## src/rtl/root_child_arbiter.sv

```systemverilog
// root_child_arbiter
//   Round-robin owner of one shared resource slot for the child instances of
//   the root module. A child raises req, receives an exclusive one-hot grant,
//   and signals done. A watchdog reclaims the slot after TIMEOUT grant cycles.
//
// Ports
//   clk            rising-edge clock
//   rst            asynchronous active-high reset
//   req            per-child request (level)
//   done           per-child completion; only the granted child's bit counts
//   grant          registered one-hot grant (or zero)
//   grant_id       index of current / last grantee
//   busy           high while a grant is held
//   timeout_pulse  one-cycle pulse on forced release
//   timeout_id     index of the last timed-out child
module root_child_arbiter #(
  parameter  int NUM_CHILD = 5,
  parameter  int TIMEOUT   = 16,
  localparam int IDW       = (NUM_CHILD > 1) ? $clog2(NUM_CHILD) : 1,
  localparam int CW        = (TIMEOUT > 1) ? $clog2(TIMEOUT) : 1
) (
  input  logic                 clk,
  input  logic                 rst,
  input  logic [NUM_CHILD-1:0] req,
  input  logic [NUM_CHILD-1:0] done,
  output logic [NUM_CHILD-1:0] grant,
  output logic [IDW-1:0]       grant_id,
  output logic                 busy,
  output logic                 timeout_pulse,
  output logic [IDW-1:0]       timeout_id
);

  typedef enum logic [1:0] {IDLE, GRANT, RELEASE} state_t;

  state_t         state;
  logic [IDW-1:0] ptr;
  logic [CW-1:0]  cnt;

  logic [IDW-1:0] sel;
  logic [IDW-1:0] idx;
  logic           sel_vld;
  logic           done_g;

  // Rotating priority search starting at ptr. Walk offsets from the far end
  // back towards ptr so the nearest set request is the last one written.
  always_comb begin
    sel     = '0;
    sel_vld = 1'b0;
    idx     = '0;
    for (int i = NUM_CHILD - 1; i >= 0; i--) begin
      idx = IDW'((int'(ptr) + i) % NUM_CHILD);
      if (req[idx]) begin
        sel     = idx;
        sel_vld = 1'b1;
      end
    end
  end

  // grant is one-hot on the owner, so masking done with it ignores every
  // other child's completion bit.
  assign done_g = |(done & grant);

  always_ff @(posedge clk or posedge rst) begin
    if (rst) begin
      state         <= IDLE;
      grant         <= '0;
      grant_id      <= '0;
      busy          <= 1'b0;
      timeout_pulse <= 1'b0;
      timeout_id    <= '0;
      ptr           <= '0;
      cnt           <= '0;
    end else begin
      timeout_pulse <= 1'b0;
      case (state)
        IDLE: begin
          if (sel_vld) begin
            state    <= GRANT;
            grant    <= NUM_CHILD'(1) << sel;
            grant_id <= sel;
            busy     <= 1'b1;
            cnt      <= '0;
          end
        end
        GRANT: begin
          // done has priority over the watchdog on the boundary cycle.
          if (done_g || cnt == CW'(TIMEOUT - 1)) begin
            state <= RELEASE;
            grant <= '0;
            busy  <= 1'b0;
            ptr   <= (grant_id == IDW'(NUM_CHILD - 1)) ? '0 : grant_id + 1'b1;
            if (!done_g) begin
              timeout_pulse <= 1'b1;
              timeout_id    <= grant_id;
            end
          end else begin
            cnt <= cnt + 1'b1;
          end
        end
        RELEASE: state <= IDLE;
        default: state <= IDLE;
      endcase
    end
  end

endmodule
```

## config.mk

```make
export PLATFORM = sky130hd
export DESIGN_NAME = root_child_arbiter
export DESIGN_NICKNAME = d
export VERILOG_FILES = /design/src/rtl/root_child_arbiter.sv
export SDC_FILE = /design/constraint.sdc
export NUM_CORES = 1
export LEC_CHECK = 0
export BUFFER_PORTS_ARGS = -buffer_cell sky130_fd_sc_hd__buf_2
export CAP_MARGIN = 20
export CORE_MARGIN = 4
export CORE_UTILIZATION = 61
export CTS_CLUSTER_DIAMETER = 50
export CTS_CLUSTER_SIZE = 40
export DETAILED_ROUTE_END_ITERATION = 10
export PLACE_DENSITY = 0.81
export SYNTH_ARGS = -nofsm -noshare
export SYNTH_HDL_FRONTEND = slang
export SYNTH_SLANG_ARGS = --single-unit
```

## constraint.sdc

```tcl
create_clock -name clk -period 5.3 [get_ports clk]
set_input_delay 0.265 -clock clk [delete_from_list [all_inputs] [get_ports clk]]
set_output_delay 0.265 -clock clk [all_outputs]
set_load 0.02 [all_outputs]
```

==> results of run 1 <==
layer usage:
metal | routed length, um | track usage | vias to the layer above
met5 | 0 | 0 | -
met2 | 3240 | 0.3917 | 138
li1 | - | - | 1269
met4 | 97 | 0.06719 | 0
met3 | 581 | 0.03738 | 11
met1 | 3094 | 0.3910 | 1293
cells in the final DEF (no fill, tap or decap), types with 3 or more instances in the layout:
master,count
sky130_fd_sc_hd__a211o_1,3
sky130_fd_sc_hd__o21ai_1,6
sky130_fd_sc_hd__nand4_1,4
sky130_fd_sc_hd__a21oi_1,25
sky130_fd_sc_hd__o21ai_0,14
sky130_fd_sc_hd__a21o_1,5
sky130_fd_sc_hd__and3_1,3
sky130_fd_sc_hd__inv_1,22
sky130_fd_sc_hd__o211a_1,5
sky130_fd_sc_hd__nand3_1,9
sky130_fd_sc_hd__a211oi_1,6
sky130_fd_sc_hd__nand2b_1,10
sky130_fd_sc_hd__nor3_1,8
sky130_fd_sc_hd__a31oi_1,3
sky130_fd_sc_hd__nor2b_1,6
sky130_fd_sc_hd__nand2_1,37
sky130_fd_sc_hd__nor2_1,14
sky130_fd_sc_hd__clkbuf_8,3
sky130_fd_sc_hd__nor3b_1,4
sky130_fd_sc_hd__dfrtp_1,22
sky130_fd_sc_hd__mux4_2,3
sky130_fd_sc_hd__ha_1,24
sky130_fd_sc_hd__o211ai_1,6
sky130_fd_sc_hd__buf_2,24
sky130_fd_sc_hd__xnor2_1,6
sky130_fd_sc_hd__mux2i_1,8
stage by stage:
| stage | setup slack (ns) | util | hold slack, ns | instances | instance area [sq um] |
|---|---|---|---|---|---|
| final | 0.5173 | 0.6716 | 0.1415 | 401 | 2924 |
| after global routing | 0.1243 | 0.6716 | 0.1951 | 401 | 2924 |
| after CTS | 0.5961 | 0.6716 | 0.1653 | 401 | 2924 |
| after detailed placement | 0.6155 | 0.6552 | 0.4580 | 397 | 2853 |
| after global placement | 0.7361 | 0.6552 | 0.4457 | 397 | 2853 |
| after floorplan | 1.159 | - | 0.2542 | 333 | 2726 |
area by class of cell:
type                    instances  share of cell area
clock buffers                   3             0.01412
inverters                      23             0.02953
repair buffers                 26             0.04621
clock inverters                 1             0.01027
multi-input cells             274              0.6893
well taps                      52             0.02225
flip-flops and latches         22              0.1883
kinds of logic after synthesis:
kind of cell / Yosys count / synth area share
adders and majority gates: 25 / 0.1175
and+or+nand+nor: 119 / 0.2377
AOI/OAI and AO/OA: 108 / 0.2891
DFF: 22 / 0.2019
buffers and inverters: 37 / 0.05874
muxes: 14 / 0.06654
xor gates and xnor gates: 8 / 0.02846
path summary, 6_finish.rpt:
path                                    start            end  slack, ns  depth (start not counted)
worst min-delay path                      rst         cnt[0]       0.14                          2
worst max-delay path                   ptr[2]       grant[3]       0.52                         16
worst max register to register         ptr[2]       grant[3]       0.52                         16
worst min register to register  timeout_id[1]  timeout_id[1]       0.48                          2
max in group asynchronous                 rst       state[0]       4.65                          2
min in group clk                timeout_id[1]  timeout_id[1]       0.48                          2
sequential cells by signal, indices dropped and copies added (netlist names):
register and count:
busy 1, cnt 4, grant 5, grant_id 3, ptr 3, state 2
timeout_id 3, timeout_pulse 1
worst max-delay path, stage by stage (launching register included):
cell                       delay, ns
sky130_fd_sc_hd__dfrtp_1        0.75
sky130_fd_sc_hd__inv_1          0.22
sky130_fd_sc_hd__ha_1           0.45
sky130_fd_sc_hd__o21ai_1        0.34
sky130_fd_sc_hd__nand2_1        0.11
sky130_fd_sc_hd__xnor2_1        0.20
sky130_fd_sc_hd__ha_1           0.20
sky130_fd_sc_hd__fa_1           0.17
sky130_fd_sc_hd__a21boi_1       0.34
sky130_fd_sc_hd__and3_1         0.40
sky130_fd_sc_hd__mux2i_1        0.14
sky130_fd_sc_hd__a21boi_1       0.31
sky130_fd_sc_hd__inv_1          0.10
sky130_fd_sc_hd__nor4b_1        0.30
sky130_fd_sc_hd__a211o_2        0.34
sky130_fd_sc_hd__and2_4         0.22
sky130_fd_sc_hd__a22o_1         0.13
==> summary.md, run 1 <==
| Metric | Value |
|---|---|
| Result of the run | `complete, no violations` |
| Post-synthesis cell count | `333` |
| Number of cell rows | `24` |
| Routed via count divided by cell count | `6.761` |
| First-pass iteration count of the detailed router | `5` |
| Ant diodes | `0` |
| Register Area | `550.5 sq um` |
| Net Count, Synth | `370` |
| Number of hold-repair buffers added at the cts stage | `0` |
| CP startpoint kind | `flip-flop` |
| Total clock sinks | `22` |
| Die Width | `74.86 um` |
| Clock H-tree levels | `1` |
| Number of buffers on the longest clock path | `2` |
| Pin slew with the least headroom to its limit | `0.8158 ns` |
| Post-synthesis register bit count | `22` |
| Violation count after the first detailed-routing iteration | `249` |
| Maximum clock frequency | `209.1 MHz` |
| TritonCTS clock tree | `built` |
| Core area | `0.004354 sq mm` |
| Slew margin rel. | `0.4555` |
| Most common flop cell mapped by yosys | `sky130_fd_sc_hd__dfrtp_1` |
| Number of antenna violations at the first check in global routing | `0` |
| Unrepaired setup endpoints after global routing | `no` |
| Crit-path max FO | `16` |
| Library cell used as clock root buffer | `sky130_fd_sc_hd__clkbuf_8` |
| Maximum number of pins on one net before global-route repair | `42` |
| Number of violations of the max-capacitance limit | `0` |
| Area of the multi-input gates | `0.002016 sq mm` |
| Estimated wirelength of the detail-placed design | `5.242 mm` |
| Most repeated cell in the gate-level netlist after synthesis | `sky130_fd_sc_hd__nand2_1` |
| Final Slew Violations | `0` |
| Area Growth Syn to Fin | `7.251%` |
| Mean area per synthesized cell | `8.187 sq um` |
| Share of final-layout standard cells stronger than drive strength 1 | `0.1519` |
| Required time at the endpoint of the critical path | `5.51 ns` |
| Worst path arrival time | `5.00 ns` |
| Routability congestion estimate | `0.9005` |
| Number of CTS-inserted buffers | `3` |
| Die boundary height | `74.86 um` |
| Worst Setup End Kind | `flip-flop` |
| Antenna violation net count after detailed routing | `0` |
| Endpoints failing setup | `0` |
| Clock network latency to the later pin of the worst-skew pair | `0.27 ns` |
| Share of the synthesized area in the top cell type | `0.2019` |
| Top Ports | `25` |
| Buffers inserted during post-CTS setup optimization | `0` |
| Global-route usage over all layers | `0.2602` |
| Classification of the worst setup path | `flip-flop to flip-flop` |
| Resize count post-CTS | `0` |
| Filler Cells Inserted | `368` |
| Global-route wire length before repair | `11.51 mm` |
| Total Negative Setup Slacks | `0 ns` |
| DR WL/cell | `17.49 um` |
| Vias | `2711` |
| Clk pin slew, worst setup/hold paths | `0.08 ns` |
| Number of flops mapped to enable cells by yosys | `0` |
| Post-layout nets | `387` |
| Cell taking the most area after synthesis | `sky130_fd_sc_hd__dfrtp_1` |
| Sequential element share of the synthesized area | `0.2019` |
| Wire length reported by the detailed router | `7.013 mm` |
| Total of buffers placed on input and output ports | `24` |
| Most instantiated cells after synthesis | `sky130_fd_sc_hd__nand2_1, sky130_fd_sc_hd__a21oi_1, sky130_fd_sc_hd__ha_1, sky130_fd_sc_hd__dfrtp_1, sky130_fd_sc_hd__inv_1` |
| Initial core utilization | `0.6261` |
| Number of global-route vias before repair | `2451` |
| Count of unresolved DRC violations after routing | `0` |
| Most area-consuming cells after synthesis | `sky130_fd_sc_hd__dfrtp_1, sky130_fd_sc_hd__ha_1, sky130_fd_sc_hd__nand2_1` |
| Final worst path period share | `0.9024` |
| Final hold viol count | `0` |
| Async SR Flop Fraction | `1.000` |
| Final Skew | `0.004381 ns` |
| Overall die area | `0.005603 sq mm` |
| Yosys warnings | `0` |
| Synth cell types | `75` |
| Time the final worst path needs with I/O delays and setup | `4.783 ns` |
| Cell Area, Synth | `0.002726 sq mm` |
| Total congestion overflow after global routing | `0` |
| Type of the most critical hold path | `input port to asynchronous set/reset pin` |
Power of run 1 is not shown: default switching activity piles up to over one toggle a cycle in this logic, so the estimate is an artifact.
==> run 2: changes to the inputs <==
- PLACE_DENSITY: 0.81 -> 0.82
==> summary.md, run 2 (synthesis results as in run 1) <==
| Metric | Value |
|---|---|
| Clk pin slew, worst setup/hold paths | `0.08 ns (about the same)` |
| Die boundary height | `74.86 um (unchanged)` |
| Estimated wirelength of the detail-placed design | `5.087 mm (-3.0%)` |
| Commonest cells after routing, fill and taps aside | `sky130_fd_sc_hd__nand2_1, sky130_fd_sc_hd__a21oi_1, sky130_fd_sc_hd__ha_1, sky130_fd_sc_hd__buf_2` |
| Max reg flops | `5 (unchanged)` |
| Buffers inserted during post-CTS setup optimization | `0 (unchanged)` |
| Post-layout nets | `388 (+0.26%)` |
| Top flop regs | `grant: 5 flops, cnt: 4 flops` |
| Total clock sinks | `22 (unchanged)` |
| Number of cell rows | `24 (unchanged)` |
| Clock H-tree levels | `1 (unchanged)` |
| Global-route usage over all layers | `0.2478 (-0.01237)` |
| Top Ports | `25 (unchanged)` |
| DR WL/cell | `16.59 um (-5.1%)` |
| Final Slew Violations | `0 (unchanged)` |
| Final hold viol count | `0 (unchanged)` |
| Routability congestion estimate | `0.9109 (+1.2%)` |
| Share of final-layout standard cells stronger than drive strength 1 | `0.1543 (+0.002423)` |
| Total congestion overflow after global routing | `0 (unchanged)` |
| Most common cell after layout, fill and taps aside | `sky130_fd_sc_hd__nand2_1` |
| Routed via count divided by cell count | `6.550 (-3.1%)` |
| Fraction of met2 tracks used by global routing | `0.3704 (-0.02128)` |
| Violation count after the first detailed-routing iteration | `244 (-2.0%)` |
| Library cell used as clock root buffer | `sky130_fd_sc_hd__clkbuf_8` |
| Worst Setup End Kind | `flip-flop` |
| CP startpoint kind | `flip-flop` |
| GR Layer Usage met3 | `0.03071 (-0.006676)` |
| Total of buffers placed on input and output ports | `24 (unchanged)` |
| Number of global-route vias before repair | `2381 (-2.9%)` |
| Ant diodes | `0 (unchanged)` |
| Filler Cells Inserted | `360 (-2.2%)` |
| Time the final worst path needs with I/O delays and setup | `4.902 ns (+0.1192 ns)` |
| Number of hold-repair buffers added at the cts stage | `0 (unchanged)` |
| Pin slew with the least headroom to its limit | `0.8576 ns (+0.04183 ns)` |
| Global-route wire length before repair | `11.12 mm (-3.4%)` |
| TritonCTS clock tree | `built` |
| Maximum number of pins on one net before global-route repair | `30 (-29%)` |
| Met1 track demand over resource | `0.3856 (-0.005346)` |
| Number of antenna violations at the first check in global routing | `0 (unchanged)` |
| Result of the run | `complete, no violations` |
| Crit-path max FO | `16 (unchanged)` |
| Overall die area | `0.005603 sq mm (unchanged)` |
| Number of CTS-inserted buffers | `3 (unchanged)` |
| Worst path arrival time | `5.05 ns (+0.05 ns)` |
| Core area | `0.004354 sq mm (unchanged)` |
| Initial core utilization | `0.6261 (unchanged)` |
| Final Skew | `0.001300 ns (-0.003081 ns)` |
| Unrepaired setup endpoints after global routing | `no` |
| Required time at the endpoint of the critical path | `5.45 ns (-0.06 ns)` |
| Slew margin rel. | `0.4276 (-0.02791)` |
| Clock network latency to the later pin of the worst-skew pair | `0.26 ns (about the same)` |
| Endpoints failing setup | `0 (unchanged)` |
| Area Growth Syn to Fin | `6.930%` |
| First-pass iteration count of the detailed router | `5 (unchanged)` |
| Largest reg by FF count | `grant` |
| Classification of the worst setup path | `flip-flop to flip-flop` |
| Wire length reported by the detailed router | `6.670 mm (-4.9%)` |
| Die Width | `74.86 um (unchanged)` |
| Antenna violation net count after detailed routing | `0 (unchanged)` |
| Number of buffers on the longest clock path | `2 (unchanged)` |
| Type of the most critical hold path | `input port to asynchronous set/reset pin` |
| Vias | `2633 (-2.9%)` |
| Count of unresolved DRC violations after routing | `0 (unchanged)` |
| Final worst path period share | `0.9249 (+0.02249)` |
| Number of violations of the max-capacitance limit | `0 (unchanged)` |
| Maximum clock frequency | `204.0 MHz (-2.4%)` |
| GR peak layer | `met1` |
| Total Negative Setup Slacks | `0 ns (unchanged)` |
| Utilization after layout | `0.6695 (-0.002012)` |
| Resize count post-CTS | `0 (unchanged)` |
run 2: critical path: stages (launching register included):
cell,delay [ns]
sky130_fd_sc_hd__dfrtp_1,0.61
sky130_fd_sc_hd__inv_1,0.33
sky130_fd_sc_hd__ha_1,0.49
sky130_fd_sc_hd__o21ai_1,0.32
sky130_fd_sc_hd__nand2_1,0.12
sky130_fd_sc_hd__xnor2_1,0.23
sky130_fd_sc_hd__ha_1,0.23
sky130_fd_sc_hd__fa_1,0.17
sky130_fd_sc_hd__a21boi_1,0.34
sky130_fd_sc_hd__and3_1,0.38
sky130_fd_sc_hd__o32ai_1,0.15
sky130_fd_sc_hd__a21boi_1,0.32
sky130_fd_sc_hd__inv_1,0.11
sky130_fd_sc_hd__nor4b_1,0.31
sky130_fd_sc_hd__a211o_2,0.34
sky130_fd_sc_hd__nor3_2,0.11
sky130_fd_sc_hd__a22o_1,0.21
run 2: worst paths after layout:
path                               start             to  slack [ns]  cells past startpoint
setup / recovery                  ptr[1]       grant[2]        0.40                     16
hold reg to reg            timeout_id[1]  timeout_id[1]        0.50                      2
hold / removal                       rst    grant_id[2]        0.17                      2
min in group clk           timeout_id[1]  timeout_id[1]        0.50                      2
max in group asynchronous            rst    grant_id[0]        4.61                      2
setup reg to reg                  ptr[1]       grant[2]        0.40                     16
run 2: final cells by class:
cell class | instances | area (sq um) | area share
multi-input combinational | 274 | 2016 | 0.6914
timing repair buffer | 27 | 142.6 | 0.04893
tap | 52 | 65.06 | 0.02232
sequential | 22 | 550.5 | 0.1888
inverter | 23 | 86.33 | 0.02961
clock buffer | 4 | 55.05 | 0.01888
run 2: through the flow:
stage,setup slack (ns),cell area (sq um),hold slack (ns),std cells
final,0.3981,2915,0.1702,402
after CTS,0.5165,2915,0.1939,402
after detailed placement,0.5587,2860,0.4784,398
after floorplan,1.159,2726,0.2542,333
after global placement,0.7079,2860,0.4635,398
after global routing,0.006282,2915,0.2335,402
run 2: metal layers:
layer / vias to the layer above / part of all wire
met2: 98 / 0.43
met4: 0 / 0.010
met3: 8 / 0.055
li1: 1276 / -
met1: 1251 / 0.50
met5: - / 0
Power of run 2 is left out for the same reason.
==> run 3: changes to the inputs <==
- REMOVE_ABC_BUFFERS: not set -> 1
- SKIP_LAST_GASP: not set -> 1
==> summary.md, run 3 (synthesis results as in run 1) <==
| Metric | Value |
|---|---|
| Number of hold-repair buffers added at the cts stage | `0 (unchanged)` |
| Vias | `2593 (-1.5%)` |
| Largest reg by FF count | `grant` |
| Register Area | `550.5 sq um (unchanged)` |
| Result of the run | `complete, no violations` |
| Number of cell rows | `24 (unchanged)` |
| Number of CTS-inserted buffers | `3 (unchanged)` |
| Filler Cells Inserted | `341 (-5.3%)` |
| Wire length reported by the detailed router | `6.905 mm (+3.5%)` |
| First-pass iteration count of the detailed router | `5 (unchanged)` |
| Clk pin slew, worst setup/hold paths | `0.08 ns (about the same)` |
| Die Width | `74.86 um (unchanged)` |
| Maximum clock frequency | `204.9 MHz (+0.42%)` |
| Final worst path period share | `0.9210 (-0.003901)` |
| DR WL/cell | `17.13 um (+3.3%)` |
| Cell with the largest stage delay on the worst path | `sky130_fd_sc_hd__dfrtp_1` |
| Final worst slack | `0.4187 ns (+0.02068 ns)` |
| Library cell used as clock root buffer | `sky130_fd_sc_hd__clkbuf_8` |
| Top flop regs | `grant: 5 flops, cnt: 4 flops` |
| Endpoints failing setup | `0 (unchanged)` |
| Number of buffers on the longest clock path | `2 (unchanged)` |
| Final Slew Violations | `0 (unchanged)` |
| Worst setup slack before clock tree synthesis | `0.5152 ns (-0.04355 ns)` |
| Global-route wire length before repair | `11.32 mm (+1.8%)` |
| Die boundary height | `74.86 um (unchanged)` |
| Area of the multi-input gates | `0.002016 sq mm (unchanged)` |
| Maximum number of pins on one net before global-route repair | `43 (+43%)` |
| Clock H-tree levels | `1 (unchanged)` |
| Time the final worst path needs with I/O delays and setup | `4.881 ns (-0.02068 ns)` |
| Worst hold slack | `0.1452 ns (-0.02494 ns)` |
| Ant diodes | `0 (unchanged)` |
| Count of unresolved DRC violations after routing | `0 (unchanged)` |
| Pin slew with the least headroom to its limit | `0.8190 ns (-0.03869 ns)` |
| Max stage delay on crit path | `0.78 ns (+0.17 ns)` |
| Resize count post-CTS | `0 (unchanged)` |
| Share of final-layout standard cells stronger than drive strength 1 | `0.1567 (+0.002409)` |
| Classification of the worst setup path | `flip-flop to flip-flop` |
| Initial core utilization | `0.6261 (unchanged)` |
| Type of the most critical hold path | `input port to asynchronous set/reset pin` |
| Overall die area | `0.005603 sq mm (unchanged)` |
| Estimated wirelength of the detail-placed design | `5.131 mm (+0.87%)` |
| Routed via count divided by cell count | `6.434 (-1.8%)` |
| Routability congestion estimate | `0.8792 (-3.5%)` |
| Top Ports | `25 (unchanged)` |
| Series of cell instances along the critical path | `inv_1 -> ha_1 -> o21ai_1 -> nand2_1 -> xnor2_1 -> ha_1 -> fa_1 -> a21boi_1 -> and4_1 -> o2111ai_1 -> a21boi_1 -> inv_1 -> nor4b_1 -> a211o_2 -> and2_4 -> o2bb2ai_1` |
| Total clock sinks | `22 (unchanged)` |
| Worst path arrival time | `5.06 ns (about the same)` |
| Crit-path max FO | `16 (unchanged)` |
| Area Growth Syn to Fin | `7.802%` |
| Number of global-route vias before repair | `2420 (+1.6%)` |
| Utilization after layout | `0.6750 (+0.005460)` |
| Core area | `0.004354 sq mm (unchanged)` |
| Antenna violation net count after detailed routing | `0 (unchanged)` |
| Commonest cells after routing, fill and taps aside | `sky130_fd_sc_hd__nand2_1, sky130_fd_sc_hd__a21oi_1, sky130_fd_sc_hd__ha_1, sky130_fd_sc_hd__buf_2` |
| Total of buffers placed on input and output ports | `24 (unchanged)` |
| CP startpoint kind | `flip-flop` |
| Violation count after the first detailed-routing iteration | `217 (-11%)` |
| Total Negative Setup Slacks | `0 ns (unchanged)` |
| Final Skew | `0.006207 ns (+0.004907 ns)` |
| Final hold viol count | `0 (unchanged)` |
| Buffers inserted during post-CTS setup optimization | `0 (unchanged)` |
| Clock network latency to the later pin of the worst-skew pair | `0.27 ns (about the same)` |
| Global-route usage over all layers | `0.2521 (+0.004365)` |
| Max reg flops | `5 (unchanged)` |
| Post-layout nets | `389 (+0.26%)` |
| Total congestion overflow after global routing | `0 (unchanged)` |
| Most common cell after layout, fill and taps aside | `sky130_fd_sc_hd__nand2_1` |
| Number of antenna violations at the first check in global routing | `0 (unchanged)` |
| Worst Setup End Kind | `flip-flop` |
| Slew margin rel. | `0.4534 (+0.02582)` |
| TritonCTS clock tree | `built` |
| Required time at the endpoint of the critical path | `5.48 ns (+0.03 ns)` |
| Number of violations of the max-capacitance limit | `0 (unchanged)` |
| Unrepaired setup endpoints after global routing | `no` |
## run 3: worst max-delay path: cells and delay by family, from the launching register on
kind            cells  cell delay, ns
compound gates      6            1.67
fa+ha+maj           3            1.02
simple gates        4            0.83
flops               1            0.78
buf+inv             2            0.31
xor+xnor            1            0.17
## run 3: metal layers
layer,track usage,vias up,routed length (um)
met4,0.03953,0,82
met5,0,-,0
met2,0.4081,72,3295
li1,-,1281,-
met3,0.03605,10,355
met1,0.3639,1230,3171
## run 3: stage by stage
stage / area [sq um] / std cells
finish: 2939 / 403
global route: 2939 / 403
CTS: 2939 / 403
detailed placement: 2868 / 399
global placement: 2868 / 399
floorplan: 2653 / 319
## run 3: final cells by class
cell class                 instances  share of cell area
clock buffer                       3             0.01405
clock inverter                     1             0.01022
multi-input combinational        274              0.6858
tap                               52             0.02214
sequential                        22              0.1873
timing repair buffer              28             0.05109
inverter                          23             0.02937
## run 3: path summary, 6_finish.rpt
| path | cells past startpoint | endpoint | slack (ns) | from |
|---|---|---|---|---|
| setup / recovery | 16 | grant[1] | 0.42 | ptr[2] |
| hold / removal | 2 | timeout_id[0] | 0.15 | rst |
| setup reg to reg | 16 | grant[1] | 0.42 | ptr[2] |
| hold reg to reg | 2 | timeout_id[2] | 0.48 | timeout_id[2] |
| max in group asynchronous | 2 | grant[2] | 4.64 | rst |
| min in group clk | 2 | timeout_id[2] | 0.48 | timeout_id[2] |
Power of run 3 is left out for the same reason.
